## config.mk

```make
export PLATFORM = sky130hd
export DESIGN_NAME = spi_slave
export DESIGN_NICKNAME = d
export VERILOG_FILES = /design/src/rtl/spi_slave_pkg.sv /design/src/rtl/spi_sync.sv /design/src/rtl/spi_slave.sv
export SDC_FILE = /design/constraint.sdc
export NUM_CORES = 1
export LEC_CHECK = 0
export BUFFER_PORTS_ARGS = -buffer_cell sky130_fd_sc_hd__buf_2
export CAP_MARGIN = 10
export CORE_ASPECT_RATIO = 0.7
export CORE_MARGIN = 1.5
export CORE_UTILIZATION = 51
export DETAILED_ROUTE_END_ITERATION = 7
export GPL_ROUTABILITY_DRIVEN = 0
export PLACE_DENSITY = 0.75
export SETUP_SLACK_MARGIN = 0.3
export SLEW_MARGIN = 20
export SYNTH_ARGS = -nofsm -noshare
export SYNTH_HDL_FRONTEND = slang
export SYNTH_HIERARCHICAL = 1
export SYNTH_SLANG_ARGS = --single-unit
export TNS_END_PERCENT = 100
```

## constraint.sdc

```tcl
create_clock -name clk -period 1.7 [get_ports clk]
set_clock_uncertainty 0.05 [all_clocks]
set_input_delay 0 -clock clk [delete_from_list [all_inputs] [get_ports clk]]
set_output_delay 0 -clock clk [all_outputs]
set_load 0.02 [all_outputs]
```

## src/rtl/spi_slave_pkg.sv

```systemverilog
// Shared types and constants for the SPI mode-0 slave.
package spi_slave_pkg;

    typedef enum logic {
        IDLE  = 1'b0,
        SHIFT = 1'b1
    } state_t;

    localparam int DATA_W_DEF    = 8;
    localparam int RX_FIFO_DEPTH = 4;

endpackage

```

## src/rtl/spi_sync.sv

```systemverilog
// Multi-flop synchronizer with rise/fall detection for one asynchronous SPI pin.
module spi_sync #(
    parameter int   STAGES = 2,
    parameter logic INIT   = 1'b0
) (
    input  logic clk,
    input  logic rst,
    input  logic d,
    output logic q,
    output logic rise,
    output logic fall
);

    logic [STAGES-1:0] chain;
    logic              prev;
    logic [STAGES:0]   primed;

    // Edges stay masked until the chain holds only real pin samples, so a pin
    // that sits at the non-reset level after rst does not fake an edge.
    always_ff @(posedge clk) begin
        if (rst) begin
            chain  <= {STAGES{INIT}};
            prev   <= INIT;
            primed <= '0;
        end else begin
            chain  <= (chain << 1) | STAGES'(d);
            prev   <= q;
            primed <= {primed[STAGES-1:0], 1'b1};
        end
    end

    assign q    = chain[STAGES-1];
    assign rise = primed[STAGES] &  q & ~prev;
    assign fall = primed[STAGES] & ~q &  prev;

endmodule

```

## src/rtl/spi_slave.sv

```systemverilog
// SPI mode-0 slave with valid/ready byte channels.
// Define SPI_SLAVE_RX_FIFO_EN to buffer received frames in a small RX FIFO.
module spi_slave
    import spi_slave_pkg::*;
#(
    parameter int DATA_W      = DATA_W_DEF,
    parameter int SYNC_STAGES = 2
) (
    input  logic              clk,
    input  logic              rst,
    input  logic              spi_clk_i,
    input  logic              spi_cs_i,
    input  logic              spi_mosi_i,
    output logic              spi_miso_o,
    input  logic [DATA_W-1:0] tx_data_i,
    input  logic              tx_valid_i,
    output logic              tx_ready_o,
    output logic [DATA_W-1:0] rx_data_o,
    output logic              rx_valid_o,
    input  logic              rx_ready_i,
    output logic              tx_underrun_o,
    output logic              rx_overrun_o
);

    localparam int CNT_W = (DATA_W > 1) ? $clog2(DATA_W) : 1;

    state_t            state, state_next;
    logic [CNT_W-1:0]  bit_cnt;
    logic [DATA_W-1:0] tx_shift, rx_shift, hold_data, rx_word;
    logic              hold_valid, tx_load, frame_start, frame_done;
    logic              sclk_rise, sclk_fall, cs_rise, cs_fall, mosi;
    logic              unused_sclk_level, unused_cs_level, unused_mosi_rise, unused_mosi_fall;

    spi_sync #(.STAGES(SYNC_STAGES), .INIT(1'b0)) u_sync_sclk (
        .clk(clk), .rst(rst), .d(spi_clk_i),
        .q(unused_sclk_level), .rise(sclk_rise), .fall(sclk_fall)
    );

    spi_sync #(.STAGES(SYNC_STAGES), .INIT(1'b1)) u_sync_cs (
        .clk(clk), .rst(rst), .d(spi_cs_i),
        .q(unused_cs_level), .rise(cs_rise), .fall(cs_fall)
    );

    spi_sync #(.STAGES(SYNC_STAGES), .INIT(1'b0)) u_sync_mosi (
        .clk(clk), .rst(rst), .d(spi_mosi_i),
        .q(mosi), .rise(unused_mosi_rise), .fall(unused_mosi_fall)
    );

    assign rx_word    = {rx_shift[DATA_W-2:0], mosi};
    assign tx_ready_o = ~hold_valid;
    assign tx_load    = tx_valid_i & ~hold_valid;
    assign spi_miso_o = (state == SHIFT) ? tx_shift[DATA_W-1] : 1'b0;

    always_ff @(posedge clk) begin
        if (rst) state <= IDLE;
        else     state <= state_next;
    end

    // A frame boundary is either CS falling or the counter wrapping while CS stays low.
    always_comb begin
        state_next  = state;
        frame_start = 1'b0;
        frame_done  = 1'b0;
        case (state)
            IDLE: begin
                if (cs_fall) begin
                    state_next  = SHIFT;
                    frame_start = 1'b1;
                end
            end
            SHIFT: begin
                if (cs_rise) begin
                    state_next = IDLE;
                end else if (sclk_rise && bit_cnt == CNT_W'(DATA_W - 1)) begin
                    frame_done  = 1'b1;
                    frame_start = 1'b1;
                end
            end
            default: state_next = IDLE;
        endcase
    end

    // The falling edge right after a wrap is skipped so the freshly loaded MSB survives.
    always_ff @(posedge clk) begin
        if (rst) begin
            hold_data     <= '0;
            hold_valid    <= 1'b0;
            tx_shift      <= '0;
            rx_shift      <= '0;
            bit_cnt       <= '0;
            tx_underrun_o <= 1'b0;
        end else begin
            if (tx_load) hold_data <= tx_data_i;
            hold_valid    <= tx_load | (hold_valid & ~frame_start);
            tx_underrun_o <= frame_start & ~hold_valid;

            if (frame_start)
                tx_shift <= hold_valid ? hold_data : '0;
            else if (state == SHIFT && sclk_fall && bit_cnt != '0)
                tx_shift <= {tx_shift[DATA_W-2:0], 1'b0};

            if (state == IDLE || cs_rise) begin
                bit_cnt <= '0;
            end else if (sclk_rise) begin
                rx_shift <= rx_word;
                bit_cnt  <= frame_done ? '0 : bit_cnt + 1'b1;
            end
        end
    end

`ifdef SPI_SLAVE_RX_FIFO_EN
    localparam int PTR_W = $clog2(RX_FIFO_DEPTH);

    logic [DATA_W-1:0] fifo_mem [RX_FIFO_DEPTH];
    logic [PTR_W-1:0]  wr_ptr, rd_ptr;
    logic [PTR_W:0]    fifo_count;
    logic              fifo_full, push, pop;

    assign fifo_full  = (fifo_count == (PTR_W+1)'(RX_FIFO_DEPTH));
    assign pop        = rx_valid_o & rx_ready_i;
    assign push       = frame_done & (~fifo_full | pop);
    assign rx_valid_o = (fifo_count != '0);
    assign rx_data_o  = fifo_mem[rd_ptr];

    // A pop in the same cycle frees the slot a full FIFO needs for the incoming frame.
    always_ff @(posedge clk) begin
        if (rst) begin
            for (int i = 0; i < RX_FIFO_DEPTH; i++) fifo_mem[i] <= '0;
            wr_ptr       <= '0;
            rd_ptr       <= '0;
            fifo_count   <= '0;
            rx_overrun_o <= 1'b0;
        end else begin
            if (push) begin
                fifo_mem[wr_ptr] <= rx_word;
                wr_ptr           <= wr_ptr + 1'b1;
            end
            if (pop) rd_ptr <= rd_ptr + 1'b1;
            fifo_count   <= fifo_count + (PTR_W+1)'(push) - (PTR_W+1)'(pop);
            rx_overrun_o <= frame_done & fifo_full & ~pop;
        end
    end
`else
    logic unused_rx_ready;
    assign unused_rx_ready = rx_ready_i;
    assign rx_overrun_o    = 1'b0;

    always_ff @(posedge clk) begin
        if (rst) begin
            rx_valid_o <= 1'b0;
            rx_data_o  <= '0;
        end else begin
            rx_valid_o <= frame_done;
            if (frame_done) rx_data_o <= rx_word;
        end
    end
`endif

endmodule
```

# Word level (Yosys, flattened, before mapping)
# Index checks and enable logic that the tools add are counted.
[totals]
out_inout_bits = 13
wordCells = 65
register_bits = 52
input_bits = 15
[op_classes]
reduce_logical = 8
eq_ne = 1
add_sub_neg = 1
bitwise = 23
muxes = 14
[op_table]
columns = ["cell", "count"]
rows = [
  ["$mux W8", 3],
  ["$and A1 B1 Y1", 11],
  ["$mux W1", 8],
  ["$not A1 Y1", 8],
  ["$or A2 B1 Y2", 3],
  ["$pmux W1 S2", 2],
  ["$add A3 B1 Y3 const B", 1],
  ["$eq A3 B3 Y1 const B", 1],
  ["$logic_and A1 B1 Y1", 3],
  ["$mux W3", 1],
  ["$reduce_bool A3 Y1", 1],
  ["$reduce_and A2 Y1", 1],
  ["$reduce_bool A2 Y1", 1],
  ["$reduce_or A2 Y1", 1],
  ["$logic_or A1 B1 Y1", 1],
  ["$or A1 B1 Y1", 1],
]

# Longest topological paths before layout
# Gate-level depths: netlist of the first run.
[logic_depth]
depth_word = 9
mapped_depth = 8
depth_no_buf = 6

# Cells and area by module
# The synthesis of the first run kept the hierarchy.
[by_module_without_submodules]
columns = ["module", "seq_area_each_um2", "area_each_um2", "n_inst", "cells_each"]
rows = [
  ["spi_slave", 760.7, 1562.7, 1, 169],
  ["spi_sync", 120.1, 172.7, 3, 14],
]

# Worst setup path before layout of the first run
# Ideal clock, no wire load.
[synth_timing]
path_type = "reg-to-reg"
startpoint = "register bit_cnt[0]"
endpoint = "register hold_valid"
period_less_slack_ps = 1639
setup_time_ps = 128
path_stages_with_launch = 9
path_slack_ps = 61
path_buffers = 2
t_arrival_ps = 1461
path_cell_list = "dfxtp_1 > ha_1 > ha_1 > nand4b_4 > and2_4 > buf_6 > buf_8 > a21oi_2 > nor2_1"
[synth_via]
elab_chain_cells = 8
[synth_lines]
columns = ["element", "line_no", "text"]
rows = [
  ["start: declaration", "spi_slave.sv:28", "logic [CNT_W-1:0] bit_cnt;"],
  ["start signal: assignment", "spi_slave.sv:106", "bit_cnt <= frame_done ? '0 : bit_cnt + 1'b1;"],
  ["$eq A3 B3 Y1", "spi_slave.sv:74", "end else if (sclk_rise && bit_cnt == CNT_W'(DATA_W - 1)) begin"],
  ["$logic_and A1 B1 Y1", "spi_slave.sv:74", ""],
  ["$mux W1", "spi_slave.sv:74", ""],
  ["$mux W1", "spi_slave.sv:72", "if (cs_rise) begin"],
  ["$pmux W1 S2", "spi_slave.sv:64", "case (state)"],
  ["$not A1 Y1", "spi_slave.sv:94", "hold_valid <= tx_load | (hold_valid & ~frame_start);"],
  ["$and A1 B1 Y1", "spi_slave.sv:94", ""],
  ["$or A1 B1 Y1", "spi_slave.sv:94", ""],
  ["end signal: assignment", "spi_slave.sv:94", ""],
  ["end: declaration", "spi_slave.sv:30", "logic hold_valid, tx_load, frame_start, frame_done;"],
]
# No other way between the ends.
# A chain may end at the register's enable or synchronous reset.

# Worst setup path in the final report of the first run
[layout_timing]
startpoint = "register bit_cnt[1]"
endpoint = "register tx_shift[3]"
[layout_via]
elab_chain_cells = 6
elab_cells_between_ends = 9
classes_between = "eq/ne: 1; mux: 4; reduce/logical: 4"
[layout_lines]
columns = ["element", "line_no", "text"]
rows = [
  ["$eq A3 B3 Y1", "spi_slave.sv:74", ""],
  ["$logic_and A1 B1 Y1", "spi_slave.sv:74", ""],
  ["$mux W1", "spi_slave.sv:74", ""],
  ["$mux W1", "spi_slave.sv:72", ""],
  ["$pmux W1 S2", "spi_slave.sv:64", ""],
  ["$mux W8 / $reduce_bool A2 Y1 (equally long branches)", "--", ""],
  ["end signal: assignment", "spi_slave.sv:98", "tx_shift <= hold_valid ? hold_data : '0;"],
  ["end signal: assignment", "spi_slave.sv:100", "tx_shift <= {tx_shift[DATA_W-2:0], 1'b0};"],
  ["end: declaration", "spi_slave.sv:29", "logic [DATA_W-1:0] tx_shift, rx_shift, hold_data, rx_word;"],
]
# Several ways; a longest one is shown, not always the timed one.

==> metrics.yaml, run 1 <==
critical_path:
  start_kind: "register"
  timing.setup.critical_path_class: "reg2reg"
  cp.required_ns: 1.85
  worst_setup_path_end_kind: "register"
  crit_path_max_fanout: 8
  arr_time_crit_path_ns: 1.57
floorplan:
  num_io_pins: 28
  floorplan_core_area_um2: 3600
  design.die.area_um2: 4230
  die_w_um: 77.1
  initial_utilization: 0.544
  floorplan.rows: 18
  die_height_um: 54.9
synth:
  syn_area_um2: 1960
  synthCells: 201
  mappedNetlistNets: 219
  synth_warnings: 6
  postSynthAreaPerCell_um2: 9.75
power_and_ir_drop:
  peakVddDrop_mv: 0.714
  internal_power_mw: 1.59
  leakage_nw: 1.10
  report.power.total_mw: 2.07
  seq_power_share: 0.609
  power-per-cell-area_nw_per_um2: 823
  power.combinational.fraction: 0.065
  switching_power_share_of_the_total: 0.234
  power_switching_uw: 483
  clockPowerShare: 0.326
clock_network:
  cts_max_path_buffers: 2
  cts_max_level: 2
  clk_pin_slew_ns: 0.09
  numClockSinks: 52
  cts_buffers: 5
  cts.root.buffer_cell: "clkbuf_8"
  cts_tree: "yes"
  clock_insertion_delay_worst_skew_ns: 0.30
detailed_routing:
  vias: 1513
  post-route-drc-count: 0
  wl_per_cell_um: 13.6
  routed_via_density: 5.04
  aggregate_routed_wire_length_um: 4080
  detail_route.iter0.violations: 58
  postRouteAntennaNets: 0
  drt-pass1-iter-count: 4
sta:
  setup_tns_ns: 0
  grt_setup_unrepaired: "yes"
  finalWorstPathRequiredPeriod_ns: 1.42
  setup_viol_count_final: 0
  tightestPinTransition_ns: 0.563
  period_share: 0.837
  slew_viol_final: 0
  hold_viol: 0
  achievable-frequency_mhz: 703
  slew_headroom: 0.625
placed_design:
  hpwl_um: 2260
  numPortBuffers: 25
global_routing:
  global_route.usage.total: 0.199
  largest_net_degree_at_the_start_of_global_routing: 33
  via_count_of_the_first_global_routing_pass: 1445
  grt_overflow: 0
  grt_pass1_wl_um: 6390
  antenna_found_initial: 0
final_layout:
  fin_nets: 268
  layout_cell_share_with_drive_strength_beyond_1: 0.344
  ant_diodes: 0
  post-route-util: 0.698
  area.growth.synth_to_final_pct: 28.2
  n_fill_cell: 283
min_path:
  worstHoldPathType: "in2reg"
status:
  run_status: "complete, no violations"
job:
  drv_cap: 0
-- repair_timing --
action | 4_1_cts | 5_1_grt
cloned | 3 | 0
hold endpoints to repair | 11 | 0
setup buffers | 5 | 1
setup endpoints to repair | 12 | 22
pin swaps | 3 | 9
gates resized for setup | 5 | 25
hold buffers | 11 | 0
-- state kept, by name, summed over array words and instances, names as in the netlist --
name	count
hold_data	8
rx_data_o	8
tx_shift	8
rx_shift	7
bit_cnt	3
u_sync_cs/primed	3
u_sync_sclk/primed	3
u_sync_cs/chain	2
u_sync_mosi/chain	2
u_sync_sclk/chain	2
hold_valid	1
rx_valid_o	1
state	1
tx_underrun_o	1
u_sync_cs/prev	1
u_sync_sclk/prev	1
-- metal layers --
| layer | share of wire | up-vias | global-route usage |
|---|---|---|---|
| met5 | 0 | - | 0 |
| met4 | 0.017 | 0 | 0.0758 |
| met3 | 0.041 | 11 | 0.0633 |
| met2 | 0.45 | 30 | 0.333 |
| met1 | 0.49 | 708 | 0.246 |
| li1 | - | 764 | - |
-- layout make-up --
cell class / instances / area (um^2) / share of cell area
flip-flops and latches: 52 / 1050 / 0.419
multi-input cells: 134 / 937 / 0.373
repair buffers: 49 / 348 / 0.138
clock buffers: 5 / 68.8 / 0.0274
well taps: 50 / 62.6 / 0.0249
inverters: 8 / 32.5 / 0.0129
clock inverters: 2 / 12.5 / 0.00498
-- critical path: stages (launching register included) --
cell	delay, ns
dfxtp_4	0.37
inv_4	0.06
ha_4	0.12
inv_2	0.03
o211ai_2	0.15
buf_6	0.19
mux2i_2	0.25
a211oi_2	0.09
-- power by group through the flow --
stage                     logic [mW]  clock network, mW  registers (mW)
after floorplan               0.0683                  0            1.29
after global placement         0.101                  0            1.29
after detailed placement       0.103                  0            1.29
after CTS                      0.125              0.678            1.26
after global routing           0.144              0.737            1.26
final                          0.134              0.675            1.26
-- stage by stage --
step	area, um^2	hold WS, ns	setup WS (ns)	cells
after detailed placement	2170	0.135	0.218	273
final	2510	0.0789	0.277	300
after CTS	2430	0.0607	0.278	299
after global routing	2510	0.101	0.222	300
after global placement	2170	0.127	0.276	273
after floorplan	1990	0.00652	0.209	201
-- layout by cell type, fill, tap and decap left out, types with 2 or more instances in the layout --
cell type       n
and3b_1         2
nand3_1         2
dfxtp_2         3
buf_6           4
inv_2           2
ha_4            3
mux2i_2         4
or2_1           3
buf_2          25
dlygate4sd3_1  11
inv_1           5
nand3b_1        2
nor2b_1        10
and2_4          3
nor2_1         11
a211oi_2        7
a21oi_1        22
and3b_2         2
nand2_1        33
dfxtp_4         2
a21oi_2         7
buf_4           9
mux2i_1        10
dfxtp_1        47
clkbuf_8        5
-- worst paths after layout --
| path | slack [ns] | start | to | depth (start not counted) |
|---|---|---|---|---|
| max reg2reg | 0.28 | bit_cnt[1] | tx_shift[3] | 7 |
| min reg2reg | 0.36 | u_sync_cs/chain[0] | u_sync_cs/chain[1] | 1 |
| max | 0.28 | bit_cnt[1] | tx_shift[3] | 7 |
| min | 0.08 | rst | u_sync_sclk/primed[0] | 2 |
(Power assumes the default switching activity.)
==> inputs of run 2 (changes only) <==
- clock period: 1.7 -> 1.14 ns (I/O delays scaled with it)
==> run 2 against run 1 <==
Effect of this change: the flow now finishes with violations (negative setup slack); global-route usage rose by 0.86 points; total power up 55%; maximum frequency decreased by 0.31%; cell area is 11% higher; combinational power grew 84%; register-to-register slack got worse by 0.56 ns; count of clock-buffer cells in the layout rose by 2; non-clock buffer count up 4; utilization rose by 7.5 points; highest routed layer unchanged.
==> metrics.yaml, run 2 (synthesis gave the netlist of run 1 again) <==
critical_path:
  start_kind: "register"
  crit_path_max_fanout: 5  # -3
  timing.setup.critical_path_class: "reg2reg"
  worst_setup_path_end_kind: "register"
  cp-startpoint: "bit_cnt[1]"
  crit-reg2reg-launch: "bit_cnt[1]"
  cp.required_ns: 1.29  # -0.56 ns
  arr_time_crit_path_ns: 1.58  # about the same
sta:
  hold_slack_ns: 0.0240  # -0.0548 ns
  finalWorstPathRequiredPeriod_ns: 1.43  # +0.00440 ns
  achievable-frequency_mhz: 700  # -0.31%
  period_share: 1.25  # +0.415
  grt_setup_unrepaired: "yes"
  setup_tns_ns: -6.23  # -6.23 ns
  setup_viol_count_final: 29  # +29
  layout_setup_ws_ns: -0.288  # -0.564 ns
  hold_viol: 0  # unchanged
  slew_viol_final: 0  # unchanged
floorplan:
  die_w_um: 77.1  # unchanged
  design.die.area_um2: 4230  # unchanged
  initial_utilization: 0.544  # unchanged
  num_io_pins: 28  # unchanged
  die_height_um: 54.9  # unchanged
  floorplan_core_area_um2: 3600  # unchanged
  floorplan.rows: 18  # unchanged
detailed_routing:
  aggregate_routed_wire_length_um: 4600  # +13%
  routed_via_density: 5.30  # +5.0%
  wl_per_cell_um: 15.1  # +11%
  postRouteAntennaNets: 0  # unchanged
  vias: 1615  # +6.7%
  post-route-drc-count: 0  # unchanged
  detail_route.iter0.violations: 61  # +5.2%
  drt-pass1-iter-count: 4  # unchanged
clock_network:
  cts_max_path_buffers: 2  # unchanged
  clock_insertion_delay_worst_skew_ns: 0.30  # about the same
  cts.root.buffer_cell: "clkbuf_8"
  clk_pin_slew_ns: 0.09  # about the same
  cts_tree: "yes"
  numClockSinks: 52  # unchanged
  cts_buffers: 5  # unchanged
  cts_max_level: 2  # unchanged
placed_design:
  numPortBuffers: 25  # unchanged
  dp_worst_setup_slack_ns: -0.283  # -0.500 ns
  detailed_place.area_um2: 2220  # +2.5%
  place.detailed.instances: 276  # +1.1%
  hpwl_um: 2290  # +1.5%
final_layout:
  design_area_um2: 2780  # +11%
  post-route-util: 0.773  # +0.0750
  layout_cell_share_with_drive_strength_beyond_1: 0.443  # +0.0991
  finish.cell_count_without_fillers: 305  # +1.7%
  mostFrequentLayoutCells: "38 x dfxtp_1, 28 x nand2_1, 20 x a21oi_1"
  area.growth.synth_to_final_pct: 42.0
  fin_nets: 272  # +1.5%
  multi_input_comb_area_um2: 1030  # +10%
  layout.cells.most_common: "dfxtp_1"
  seq_area_um2: 1060  # +1.1%
  layout_top_registers: "hold_data (8), rx_data_o (8), tx_shift (8)"
  ant_diodes: 0  # unchanged
  n_fill_cell: 220  # -22%
global_routing:
  antenna_found_initial: 0  # unchanged
  grt_pass1_wl_um: 6490  # +1.5%
  grt_overflow: 0  # unchanged
  largest_net_degree_at_the_start_of_global_routing: 21  # -36%
  global_route.usage.total: 0.207  # +0.00862
  via_count_of_the_first_global_routing_pass: 1400  # -3.1%
power_and_ir_drop:
  report.power.total_mw: 3.21  # +55%
  power-per-cell-area_nw_per_um2: 1150  # +40%
  leakage_nw: 1.16  # +5.6%
  peakVddDrop_mv: 0.947  # +33%
min_path:
  worstHoldPathType: "in2reg"
  start_point_of_the_worst_min_delay_path: "tx_valid_i"
status:
  violations: "negative setup slack"
  run_status: "finished, violations left"
job:
  drv_cap: 0  # unchanged
## run 2: cell types whose count changed in the layout (fill, tap and decap cells not counted), moves of 3 or more
cell	change
buf_6	+14
mux2i_4	+3
mux2i_1	-3
dfxtp_1	-9
inv_1	-3
dfxtp_2	+9
buf_2	-12
nand2_1	-5
buf_4	-3
nand2_2	+4
## run 2: final cells by class
| type | instances | area share |
|---|---|---|
| clock buffer | 7 | 0.0310 |
| clock inverter | 1 | 0.00270 |
| inverter | 8 | 0.0135 |
| multi-input combinational | 134 | 0.370 |
| sequential | 52 | 0.382 |
| tap | 50 | 0.0225 |
| timing repair buffer | 53 | 0.178 |
## run 2: what timing repair did
item / CTS / global route
pin swaps: 15 / 20
resized for setup: 46 / 44
hold buffers: 14 / 0
endpoints found under the setup margin: 48 / 55
setup buffers: 2 / 1
endpoints found under the hold margin: 14 / 0
gates cloned: 2 / 2
## run 2: worst max-delay path: stages, from the launching register on
cell and delay [ns]:
dfxtp_4 0.38, ha_4 0.14, ha_4 0.14, nand4b_4 0.13
and2_2 0.24, a21oi_1 0.19, a211oi_2 0.07
## run 2: metal layers
layer	GRT usage	share of wire	up-vias
met2	0.347	0.49	44
met4	0.0939	0.011	0
met5	0	0	-
li1	-	-	776
met3	0.0450	0.050	7
met1	0.266	0.45	788
## run 2: path summary, 6_finish.rpt
path	end	slack [ns]	depth (start not counted)
worst min-delay path	hold_data[0]	0.02	4
worst max register to register	tx_shift[4]	-0.29	6
worst min register to register	u_sync_cs/chain[1]	0.36	1
worst max-delay path	tx_shift[4]	-0.29	6
## run 2: report_power, final
group          total [mW]  switching [mW]  internal, mW  leakage, nW
registers            1.88          0.0250          1.86        0.429
clock network        1.08           0.590         0.494       0.0445
logic               0.247           0.126         0.121        0.691
